### src/rtl/uart_transmitter_if.sv
// uart_transmitter_if
//   Byte-source / serial-line bundle for uart_transmitter.
//   master: the byte source and line observer (drives tick, wr_en, wr_data).
//   slave : the transmitter (drives tx, busy, tx_done, full, empty, overflow).
//   Signals:
//     tick      baud tick, 1-clk pulse once per bit period
//     wr_en     push wr_data into the write FIFO
//     wr_data   byte to transmit
//     tx        serial line, idle high
//     busy      frame in progress (START..STOP)
//     tx_done   1-clk pulse at the end of each stop bit
//     full      FIFO holds DEPTH entries
//     empty     FIFO holds 0 entries
//     overflow  1-clk pulse when a write is dropped
interface uart_transmitter_if;
  logic       tick;
  logic       wr_en;
  logic [7:0] wr_data;
  logic       tx;
  logic       busy;
  logic       tx_done;
  logic       full;
  logic       empty;
  logic       overflow;

  modport master (
    output tick, wr_en, wr_data,
    input  tx, busy, tx_done, full, empty, overflow
  );

  modport slave (
    input  tick, wr_en, wr_data,
    output tx, busy, tx_done, full, empty, overflow
  );
endinterface

### src/rtl/uart_transmitter.sv
// uart_transmitter
//   Serialises bytes from a small write FIFO onto a UART line as 8N1 frames
//   (optionally with a parity bit), LSB first, one bit per baud tick. Queued
//   bytes are sent back-to-back with no idle bit between frames.
//   Ports:
//     clk   system clock, all logic on posedge
//     rst   synchronous active-high reset (control state only)
//     bus   uart_transmitter_if.slave: tick, wr_en, wr_data in;
//           tx, busy, tx_done, full, empty, overflow out (all registered)
module uart_transmitter #(
  parameter int DEPTH      = 4,
  parameter int AW         = 2,
  parameter int PARITY_EN  = 0,
  parameter int PARITY_ODD = 0
) (
  input  logic               clk,
  input  logic               rst,
  uart_transmitter_if.slave  bus
);

  typedef enum logic [2:0] {S_IDLE, S_START, S_DATA, S_PARITY, S_STOP} state_t;

  localparam logic [AW:0]   CNT_FULL = (AW+1)'(DEPTH);
  localparam logic [AW:0]   CNT_ONE  = (AW+1)'(1);
  localparam logic [AW-1:0] PTR_ONE  = AW'(1);

  function automatic logic parity_bit(input logic [7:0] b);
    return (^b) ^ (PARITY_ODD != 0);
  endfunction

  state_t        state_q;
  logic [7:0]    mem_q [DEPTH];
  logic [AW-1:0] wr_ptr_q, rd_ptr_q;
  logic [AW:0]   count_q, count_d;
  logic [7:0]    shift_q;
  logic [2:0]    bit_idx_q;
  logic          par_q;
  logic          tx_q, busy_q, done_q, full_q, empty_q, ovf_q;
  logic          push, pop;

  // Pops happen only when a frame is about to start; the decision uses the
  // registered empty flag so a byte written this cycle waits for a later tick.
  always_comb begin
    push    = bus.wr_en && !full_q;
    pop     = bus.tick && !empty_q && (state_q == S_IDLE || state_q == S_STOP);
    count_d = count_q;
    case ({push, pop})
      2'b10:   count_d = count_q + CNT_ONE;
      2'b01:   count_d = count_q - CNT_ONE;
      default: count_d = count_q;
    endcase
  end

  // FIFO storage carries data only, so it is not reset.
  always_ff @(posedge clk) begin
    if (push) mem_q[wr_ptr_q] <= bus.wr_data;
  end

  always_ff @(posedge clk) begin
    if (rst) begin
      state_q   <= S_IDLE;
      wr_ptr_q  <= '0;
      rd_ptr_q  <= '0;
      count_q   <= '0;
      bit_idx_q <= '0;
      tx_q      <= 1'b1;
      busy_q    <= 1'b0;
      done_q    <= 1'b0;
      full_q    <= 1'b0;
      empty_q   <= 1'b1;
      ovf_q     <= 1'b0;
    end else begin
      done_q  <= 1'b0;
      ovf_q   <= bus.wr_en && full_q;
      count_q <= count_d;
      full_q  <= (count_d == CNT_FULL);
      empty_q <= (count_d == '0);
      if (push) wr_ptr_q <= wr_ptr_q + PTR_ONE;
      if (pop) begin
        rd_ptr_q <= rd_ptr_q + PTR_ONE;
        shift_q  <= mem_q[rd_ptr_q];
        par_q    <= parity_bit(mem_q[rd_ptr_q]);
      end

      case (state_q)
        S_IDLE: begin
          if (pop) begin
            tx_q      <= 1'b0;
            busy_q    <= 1'b1;
            bit_idx_q <= '0;
            state_q   <= S_START;
          end
        end
        S_START: begin
          if (bus.tick) begin
            tx_q    <= shift_q[0];
            state_q <= S_DATA;
          end
        end
        S_DATA: begin
          if (bus.tick) begin
            if (bit_idx_q != 3'd7) begin
              // Line shows shift_q[0]; the next bit is shift_q[1].
              shift_q   <= shift_q >> 1;
              bit_idx_q <= bit_idx_q + 3'd1;
              tx_q      <= shift_q[1];
            end else if (PARITY_EN != 0) begin
              tx_q    <= par_q;
              state_q <= S_PARITY;
            end else begin
              tx_q    <= 1'b1;
              state_q <= S_STOP;
            end
          end
        end
        S_PARITY: begin
          if (bus.tick) begin
            tx_q    <= 1'b1;
            state_q <= S_STOP;
          end
        end
        S_STOP: begin
          if (bus.tick) begin
            done_q <= 1'b1;
            if (pop) begin
              // Next frame starts immediately; busy stays high.
              tx_q      <= 1'b0;
              bit_idx_q <= '0;
              state_q   <= S_START;
            end else begin
              busy_q  <= 1'b0;
              state_q <= S_IDLE;
            end
          end
        end
        default: begin
          tx_q    <= 1'b1;
          busy_q  <= 1'b0;
          state_q <= S_IDLE;
        end
      endcase
    end
  end

  assign bus.tx       = tx_q;
  assign bus.busy     = busy_q;
  assign bus.tx_done  = done_q;
  assign bus.full     = full_q;
  assign bus.empty    = empty_q;
  assign bus.overflow = ovf_q;

endmodule

### src/flat_wrapper.sv
// flat-port wrapper written by rule: the top's interface ports become plain ports
module uart_transmitter_flat 
#(
  parameter int DEPTH      = 4,
  parameter int AW         = 2,
  parameter int PARITY_EN  = 0,
  parameter int PARITY_ODD = 0
)
  (clk, rst, bus_tick, bus_wr_en, bus_wr_data, bus_tx, bus_busy, bus_tx_done, bus_full, bus_empty, bus_overflow);
  uart_transmitter_if bus_i ();
  input  logic clk;
  input  logic rst;
  input wire logic [$bits(bus_i.tick)-1:0] bus_tick;
  input wire logic [$bits(bus_i.wr_en)-1:0] bus_wr_en;
  input wire logic [$bits(bus_i.wr_data)-1:0] bus_wr_data;
  output wire logic [$bits(bus_i.tx)-1:0] bus_tx;
  output wire logic [$bits(bus_i.busy)-1:0] bus_busy;
  output wire logic [$bits(bus_i.tx_done)-1:0] bus_tx_done;
  output wire logic [$bits(bus_i.full)-1:0] bus_full;
  output wire logic [$bits(bus_i.empty)-1:0] bus_empty;
  output wire logic [$bits(bus_i.overflow)-1:0] bus_overflow;
  assign bus_i.tick = bus_tick;
  assign bus_i.wr_en = bus_wr_en;
  assign bus_i.wr_data = bus_wr_data;
  assign bus_tx = bus_i.tx;
  assign bus_busy = bus_i.busy;
  assign bus_tx_done = bus_i.tx_done;
  assign bus_full = bus_i.full;
  assign bus_empty = bus_i.empty;
  assign bus_overflow = bus_i.overflow;
  uart_transmitter #(.DEPTH(DEPTH), .AW(AW), .PARITY_EN(PARITY_EN), .PARITY_ODD(PARITY_ODD)) u_core (.clk(clk), .rst(rst), .bus(bus_i));
endmodule
### config.mk
export PLATFORM = sky130hd
export DESIGN_NAME = uart_transmitter_flat
export DESIGN_NICKNAME = d
export VERILOG_FILES = /design/src/rtl/uart_transmitter_if.sv /design/src/rtl/uart_transmitter.sv /design/src/flat_wrapper.sv
export SDC_FILE = /design/constraint.sdc
export NUM_CORES = 1
export LEC_CHECK = 0
export CAP_MARGIN = 0
export CORE_MARGIN = 5
export CORE_UTILIZATION = 38
export CTS_CLUSTER_DIAMETER = 150
export DETAILED_ROUTE_END_ITERATION = 10
export RECOVER_POWER = 25
export SLEW_MARGIN = 20
export SYNTH_ARGS = -nofsm -noshare
export SYNTH_HDL_FRONTEND = slang
export SYNTH_SLANG_ARGS = --single-unit
### constraint.sdc
create_clock -name clk -period 5.4 [get_ports clk]
set_clock_uncertainty 0.15 [all_clocks]
set_input_delay 1.08 -clock clk [delete_from_list [all_inputs] [get_ports clk]]
set_output_delay 1.08 -clock clk [all_outputs]
set_load 0.01 [all_outputs]
## Yosys cells after proc, flatten, opt, wreduce, memory -nomap -nowiden

Memory sizes are Yosys's and may differ from the RTL's. A register that Yosys moved wholly into a read port is not among the register bits.
Index checks and enable logic that the tools add are counted.

- Add/subtract/negate cells: 5
- Multipliers: 0
- Div/mod/pow operators: 0
- Order comparisons: 0
- Equal/unequal tests: 16
- Shifts and indexed selects: 0
- Muxes and demuxes: 34
- Bitwise logic cells: 2
- Reductions and logical operators: 16

Operator list:

| cell | number |
|---|---|
| $mux W8 | 4 |
| $mux W3 | 10 |
| $pmux W3 S5 | 1 |
| $mux W1 | 13 |
| $ne A2 B2 Y1 const B | 6 |
| $reduce_and A4 Y1 | 3 |
| $pmux W3 S3 | 1 |
| $add A3 B1 Y3 const B | 2 |
| $eq A3 B2 Y1 const B | 2 |
| $eq A3 B3 Y1 const B | 2 |
| $logic_not A3 Y1 | 2 |
| $pmux W3 S2 | 1 |
| $reduce_and A6 Y1 | 1 |
| $pmux W1 S5 | 1 |
| $add A2 B1 Y2 const B | 2 |
| $logic_and A1 B1 Y1 | 4 |
| $mux W2 | 2 |
| $ne A2 B1 Y1 const B | 2 |
| $eq A3 B1 Y1 const B | 1 |
| $ne A3 B3 Y1 const B | 1 |
| $pmux W1 S3 | 1 |
| $reduce_bool A3 Y1 | 1 |
| $reduce_or A3 Y1 | 1 |
| $sub A3 B1 Y3 const B | 1 |
| other kinds (6) | 8 |

- Register bits: 27
- Latch bits: 0
- Memory bits (writable): 32
- Memory bits (read-only): 0
- Bits of input ports: 12
- Output and inout port bits: 6
- Word-level logic and storage cells: 86
- Memories kept: 1

Memory list:

| name | words | width | read ports | clocked after Yosys merged registers in | write ports | RTL line | text |
|---|---|---|---|---|---|---|---|
| u_core.mem_q | 4 | 8 | 1 | 1 | 1 | uart_transmitter.sv:32 | `logic [7:0] mem_q [DEPTH];` |

## Longest topological paths before layout

Gate-level depths: netlist of run 1.

- Depth after elaboration: 7
- Gate-level depth with buffers: 8

## Worst setup path before layout of run 1

No wires, ideal clock.

- Path kind: input -> register
- Start point: in bus_tick
- End point: reg u_core.empty_q, in the netlist u_core.bus.empty
- Setup time: 0.116 ns
- Arrival: 2.770 ns
- Path slack: 2.364 ns
- Stages on the path: 8
- Cell sequence: or4b_4 clkinv_4 buf_12 ha_1 fa_1 xnor2_1 or3_1 a31o_2

- Longest elaborated chain between the ends: 5
- Elaborated cells on any way between the ends: 6

Ends and longest elaborated chain:

| item | RTL line | text |
|---|---|---|
| start, declared | flat_wrapper.sv:13 | `input wire logic [$bits(bus_i.tick)-1:0] bus_tick;` |
| $logic_and A1 B1 Y1 * (2 in series) | uart_transmitter.sv:45 | `pop = bus.tick && !empty_q && (state_q == S_IDLE \|\| state_q == S_STOP);` |
| $eq A2 B1 Y1 or $eq A2 B2 Y1 (tied branches) | uart_transmitter.sv:47 | `case ({push, pop})` |
| $pmux W3 S2 * | uart_transmitter.sv:47 |  |
| $logic_not A3 Y1 * | uart_transmitter.sv:77 | `empty_q <= (count_d == '0);` |
| end signal, assigned | uart_transmitter.sv:77 |  |
| end, declared | uart_transmitter.sv:38 | `logic tx_q, busy_q, done_q, full_q, empty_q, ovf_q;` |

Mark *: on every way between the ends. The rest lies on a longest branch, timed or not.
A chain may end at the register's enable or synchronous reset.

## Worst setup path in the final report of run 1

- Start point: in bus_tick
- End point: reg u_core.full_q, in the netlist u_core.bus.full

- Longest elaborated chain between the ends: 5
- Elaborated cells on any way between the ends: 6

Ends and longest elaborated chain:

| item | RTL line | text |
|---|---|---|
| $logic_and A1 B1 Y1 * (2 in series) | uart_transmitter.sv:45 |  |
| $eq A2 B1 Y1 or $eq A2 B2 Y1 (tied branches) | uart_transmitter.sv:47 |  |
| $pmux W3 S2 * | uart_transmitter.sv:47 |  |
| $eq A3 B3 Y1 * | uart_transmitter.sv:76 | `full_q <= (count_d == CNT_FULL);` |
| end signal, assigned | uart_transmitter.sv:76 |  |
| end, declared | uart_transmitter.sv:38 |  |

Marks and branches as above.

==> reports/qor.yml, run 1 <==
drive_above_1_share: 0.208
synth.net_count: 197
path_buf_inv: 2
hold_violations: 0
via_count: 1394
utilization: 0.458
synthFlopType: "edfxtp_1"
crit_path_max_incr_delay_ps: 610
critPathCaptureType: "flip-flop"
grtUsageTotal: 0.110
ys_seq_elements: 61
ios: 18
coreArea_um2: 6790
worstSetupPathType: "primary input to flip-flop"
max_cap_viol_count: 0
grtUsageMet1: 0.139
clk_pin_slew_ps: 70
top_usage_layer: "met2"
synth.largest_area_cell: "edfxtp_1"
cp_max_fo: 11
layout_common_cells: "edfxtp_1, dfxtp_1, mux2_4"
num_rows: 30
nNetsFinal: 217
drt_wl_total_um: 4270
die_h_um: 93.4
gr-total-overflow: 0
clk_latency_ps: 330
cp-start-kind: "primary input"
min_path_type: "flip-flop to flip-flop"
antenna_left: 0
met3_usage: 0.0322
slew_viol_final: 0
dpl.hpwl_um: 2820
start_util: 0.389
worstPathRequired_ps: 5480
cts.sinks: 61
max-slew-margin-rel: 0.563
status: "complete, no violations"
drtIter0Drc: 76
finalSetupViolCount: 0
synth_edf_count: 40
vdd_drop_max_mv: 0.178
drtPass1Iterations: 4
antenna_found_initial: 0
power_density_nw_per_um2: 398
grt_pass1_wl_um: 7150
finalCritPeriodShare: 0.634
cp_top_family: "simple AND/OR/NAND/NOR gates"
cts_setup_buffers: 0
port_buffers: 17
synth_area_per_cell_um2: 14.9
yosys_warnings: 0
rsz0062_at_grt: "no"
ctsResizeCount: 0
max_freq_mhz: 292
netlist_area_um2: 2640
p_leak_nw: 1.15
tightest_slew_ps: 653
globalplace.congestion: 0.729
grt_max_degree: 18
h-tree-depth: 3
synth_cell_type_count: 42
dieArea_um2: 8720
numCtsBuffers: 9
yosysSeqAreaShare: 0.614
syn_inst: 177
worstPathArrival_ps: 3510
antenna_cells: 0
final_common_cell: "edfxtp_1"
drc: 0
cp_cell_sequence: "clkdlybuf4s50_1 -> or4b_4 -> clkinv_4 -> ha_1 -> fa_1 -> xnor2_1 -> or3_1 -> a211oi_1"
wl_per_cell_um: 14.3
die_w_um: 93.4
syn2layout_area_growth_pct: 17.9
clock_path_buffers: 2
synth_top_area_frac: 0.455
synth_area_leaders: "edfxtp_1, dfxtp_1, mux2_4"
min_period_ps: 3420
cts_tree: "yes"
tns_ps: 0
grt_pass1_vias: 1426
via_per_inst: 4.68
grtUsageMet2: 0.167
ctsRootBufferMaster: "clkbuf_8"
ctsHoldBuffers: 0
worst_path_max_delay_cell: "clkdlybuf4s50_1"
synthArstFlopShare: 0
metal layers:
metal	vias up	wire [µm]
met4	0	97
met1	668	1990
met5	-	0
met3	6	118
met2	19	2060
li1	701	-
path summary, 6_finish.rpt:
check | slack [ps] | depth (start not counted) | endpoint | from
max | 1980 | 8 | u_core.bus.full | bus_tick
max reg2reg | 2890 | 7 | u_core.bus.full | u_core.state_q[1]
min | 310 | 1 | u_core.bus.tx | u_core.bus.tx
min reg2reg | 310 | 1 | u_core.bus.tx | u_core.bus.tx
state kept, by name, indices dropped and copies added, names as in the netlist, named ones only:
register,count
u_core.bit_idx_q,3
u_core.bus.busy,1
u_core.bus.empty,1
u_core.bus.full,1
u_core.bus.overflow,1
u_core.bus.tx,1
u_core.bus.tx_done,1
u_core.count_q,3
u_core.mem_q,32
u_core.rd_ptr_q,2
u_core.shift_q,8
u_core.state_q,3
u_core.wr_ptr_q,2
power by group:
part	internal [mW]	switching [mW]	total (mW)
Clock	0.305	0.179	0.483
Combinational	0.106	0.0748	0.181
Sequential	0.545	0.0309	0.576
Total	0.956	0.284	1.24
worst register-to-register path, cell delays in order, from the launching register on:
cell,delay (ps)
dfxtp_1,500
or4b_4,250
clkinv_4,120
ha_1,250
fa_1,390
xnor2_1,150
or3_1,340
a211oi_1,260
Yosys cell counts, types with 2 or more instances:
cell      instances
dfxtp_1          21
a21oi_1           8
mux4_2            8
mux2_4           12
mux2i_1           5
ha_1              7
xnor2_1           2
and2_1            5
inv_1             8
nand2b_1          5
nand2_1           8
a211oi_1          2
and3_1            2
o21ai_0           7
edfxtp_1         40
buf_2             2
a31o_2            2
or3_1             3
nor2_1            5
clkbuf_1          3
metrics by stage:
step | power [mW] | cells | hold WS (ps) | area, µm² | worst slack (ps)
after floorplan | 0.725 | 177 | 292 | 2640 | 2360
after global placement | 0.768 | 282 | 297 | 2880 | 1690
after detailed placement | 0.771 | 282 | 299 | 2880 | 1670
after CTS | 1.25 | 298 | 316 | 3110 | 2000
after global routing | 1.30 | 298 | 339 | 3110 | 1850
final | 1.24 | 298 | 310 | 3110 | 1980
area by class of cell:
class / count / area (µm²)
fill: 609 / 3680
sequential: 61 / 1620
multi-input combinational: 99 / 925
timing repair buffer: 17 / 170
clock buffer: 9 / 124
tap: 96 / 120
clock inverter: 7 / 114
inverter: 9 / 38.8
cells by family (layout without fill, tap and decap cells):
kind of cell	count (synthesis)	count (layout)	synth area share
compound gates	25	25	0.0592
xor+xnor	2	2	0.00663
fa+ha+maj	8	8	0.0407
buf+inv	17	42	0.0360
flops	61	61	0.614
mux	27	27	0.164
simple gates	37	37	0.0796
(Power assumes the default switching activity.)
==> run 2: changes to the inputs <==
==> constraint.sdc (replaced) <==
create_clock -name clk -period 3 [get_ports clk]
set_clock_uncertainty 0.15 [all_clocks]
set_input_delay 0.6 -clock clk [delete_from_list [all_inputs] [get_ports clk]]
set_output_delay 0.6 -clock clk [all_outputs]
set_load 0.01 [all_outputs]
==> run 2 against run 1 <==
Compared with the run above:
- first-iteration DRC count up 6.6%
- critical path depth is the same
- cell area increased by 0.92%
- count of clock-buffer cells in the layout rose by 1
- final cell count rose by 1.7%
- register-to-register slack lost 2300 ps
- via count rose by 2.2%
- worst setup slack got worse by 1600 ps
- utilization grew 0.42 points
- clock power rose by 74%
- combinational power rose by 86%
==> reports/qor.yml, run 2 (same netlist as run 1, synthesis figures left out) <==
max_cap_viol_count: 0  # unchanged
power_density_nw_per_um2: 704  # +77%
pre_cts_ws_ps: 39.9  # -1630 ps
clock_path_buffers: 2  # unchanged
crit_path_max_incr_delay_ps: 490  # -120 ps
antenna_left: 0  # unchanged
final_common_cell: "edfxtp_1"
grtUsageTotal: 0.107  # -0.00324
p_leak_nw: 1.16  # +1.2%
cp-start-kind: "primary input"
tns_ps: 0  # unchanged
dpl.hpwl_um: 2870  # +1.8%
worstPathArrival_ps: 2690  # -820 ps
dieArea_um2: 8720  # unchanged
drc: 0  # unchanged
nNetsFinal: 222  # +2.3%
worstPathRequired_ps: 3070  # -2410 ps
final_area_um2: 3140  # +0.92%
syn2layout_area_growth_pct: 18.9
via_count: 1424  # +2.2%
min_path_type: "flip-flop to flip-flop"
min_period_ps: 2620
max-slew-margin-rel: 0.640  # +0.0768
ios: 18  # unchanged
die_h_um: 93.4  # unchanged
tightest_slew_ps: 539  # -114 ps
start_util: 0.389  # unchanged
cp_top_family: "simple AND/OR/NAND/NOR gates"
postPlaceCellArea_um2: 2910  # +1.3%
ctsHoldBuffers: 0  # unchanged
largest_register: "u_core.mem_q"
reg_top3: "u_core.mem_q (32), u_core.shift_q (8)"
die_w_um: 93.4  # unchanged
critPathCaptureType: "flip-flop"
coreArea_um2: 6790  # unchanged
cts_tree: "yes"
fillers: 604  # -0.82%
finalCritPeriodShare: 0.874
seqCellArea_um2: 1620  # unchanged
via_per_inst: 4.70  # +0.47%
grt_max_degree: 14  # -4
antenna_found_initial: 0  # unchanged
status: "complete, no violations"
cts_setup_buffers: 0  # unchanged
ctsResizeCount: 0  # unchanged
clk_latency_ps: 320  # about the same
gr-total-overflow: 0  # unchanged
path_buf_inv: 2  # unchanged
num_rows: 30  # unchanged
cts.sinks: 61  # unchanged
h-tree-depth: 3  # unchanged
slew_viol_final: 0  # unchanged
finalSetupViolCount: 0  # unchanged
port_buffers: 17  # unchanged
clk_pin_slew_ps: 70  # about the same
wl_per_cell_um: 13.8  # -3.6%
numCtsBuffers: 9  # unchanged
p_total_mw: 2.21  # +78%
fin_cells: 303  # +1.7%
worst_slack_ps: 377  # -1600 ps
dp.cells: 287  # +1.8%
drt_wl_total_um: 4180  # -1.9%
grt_pass1_wl_um: 6980  # -2.3%
layout_common_cells: "edfxtp_1, dfxtp_1, mux2_4"
largest_reg_flops: 32  # unchanged
max_freq_mhz: 381
cp_max_fo: 3  # -8
rsz0062_at_grt: "no"
grt_pass1_vias: 1439  # +0.91%
globalplace.congestion: 0.780  # +7.0%
drive_above_1_share: 0.208  # about the same
worstSetupPathType: "primary input to flip-flop"
drtPass1Iterations: 4  # unchanged
hold_violations: 0  # unchanged
vdd_drop_max_mv: 0.334  # +88%
multi_input_area_um2: 925  # unchanged
drtIter0Drc: 81  # +6.6%
antenna_cells: 0  # unchanged
ctsRootBufferMaster: "clkbuf_8"
worst_path_max_delay_cell: "or4b_4"
cp_cell_sequence: "clkdlybuf4s50_1 -> or4b_4 -> clkinv_4 -> ha_1 -> fa_1 -> xnor2_1 -> or3_1 -> a31o_2"
run 2: changes by cell type in the layout (fill, tap and decap cells not counted), sizes merged:
cell / change
clkbuf: +1
clkinv: -1
buf: +5
run 2: per-layer routing:
layer,GRT usage,wire length [µm],share of wire,up-vias
li1,-,-,-,709
met1,0.130,1940,0.46,699
met2,0.166,2100,0.50,12
met3,0.0322,84,0.020,4
met4,0.0647,62,0.015,0
met5,0,0,0,-
run 2: path summary, 6_finish.rpt:
path	startpoint	slack (ps)	endpoint	cells past startpoint
worst min register to register	u_core.bus.tx	310	u_core.bus.tx	1
worst max-delay path	bus_tick	380	u_core.bus.empty	8
worst max register to register	u_core.state_q[1]	640	u_core.bus.empty	7
worst min-delay path	u_core.bus.tx	310	u_core.bus.tx	1
run 2: through the flow:
stage	hold slack (ps)	utilization
floorplan	292	-
global placement	299	0.429
detailed placement	303	0.429
CTS	319	0.462
global route	343	0.462
finish	314	0.462
run 2: power breakdown:
part	switching (mW)	internal, mW	leakage [nW]	total, mW
registers	0.0535	0.982	0.544	1.04
logic	0.137	0.199	0.508	0.336
clock network	0.297	0.544	0.113	0.841
run 2: layout make-up:
type / count / share of cell area
clock buffers: 10 / 0.0406
clock inverters: 6 / 0.0323
inverters: 9 / 0.0123
multi-input cells: 99 / 0.294
flip-flops and latches: 61 / 0.516
well taps: 96 / 0.0382
repair buffers: 22 / 0.0661
run 2: worst reg2reg max path, cell delays in order (launching register included):
cell and delay (ps):
dfxtp_1 510, or4b_4 220, clkinv_4 50, ha_1 210
fa_1 380, xnor2_1 140, or3_1 350, a31o_2 250
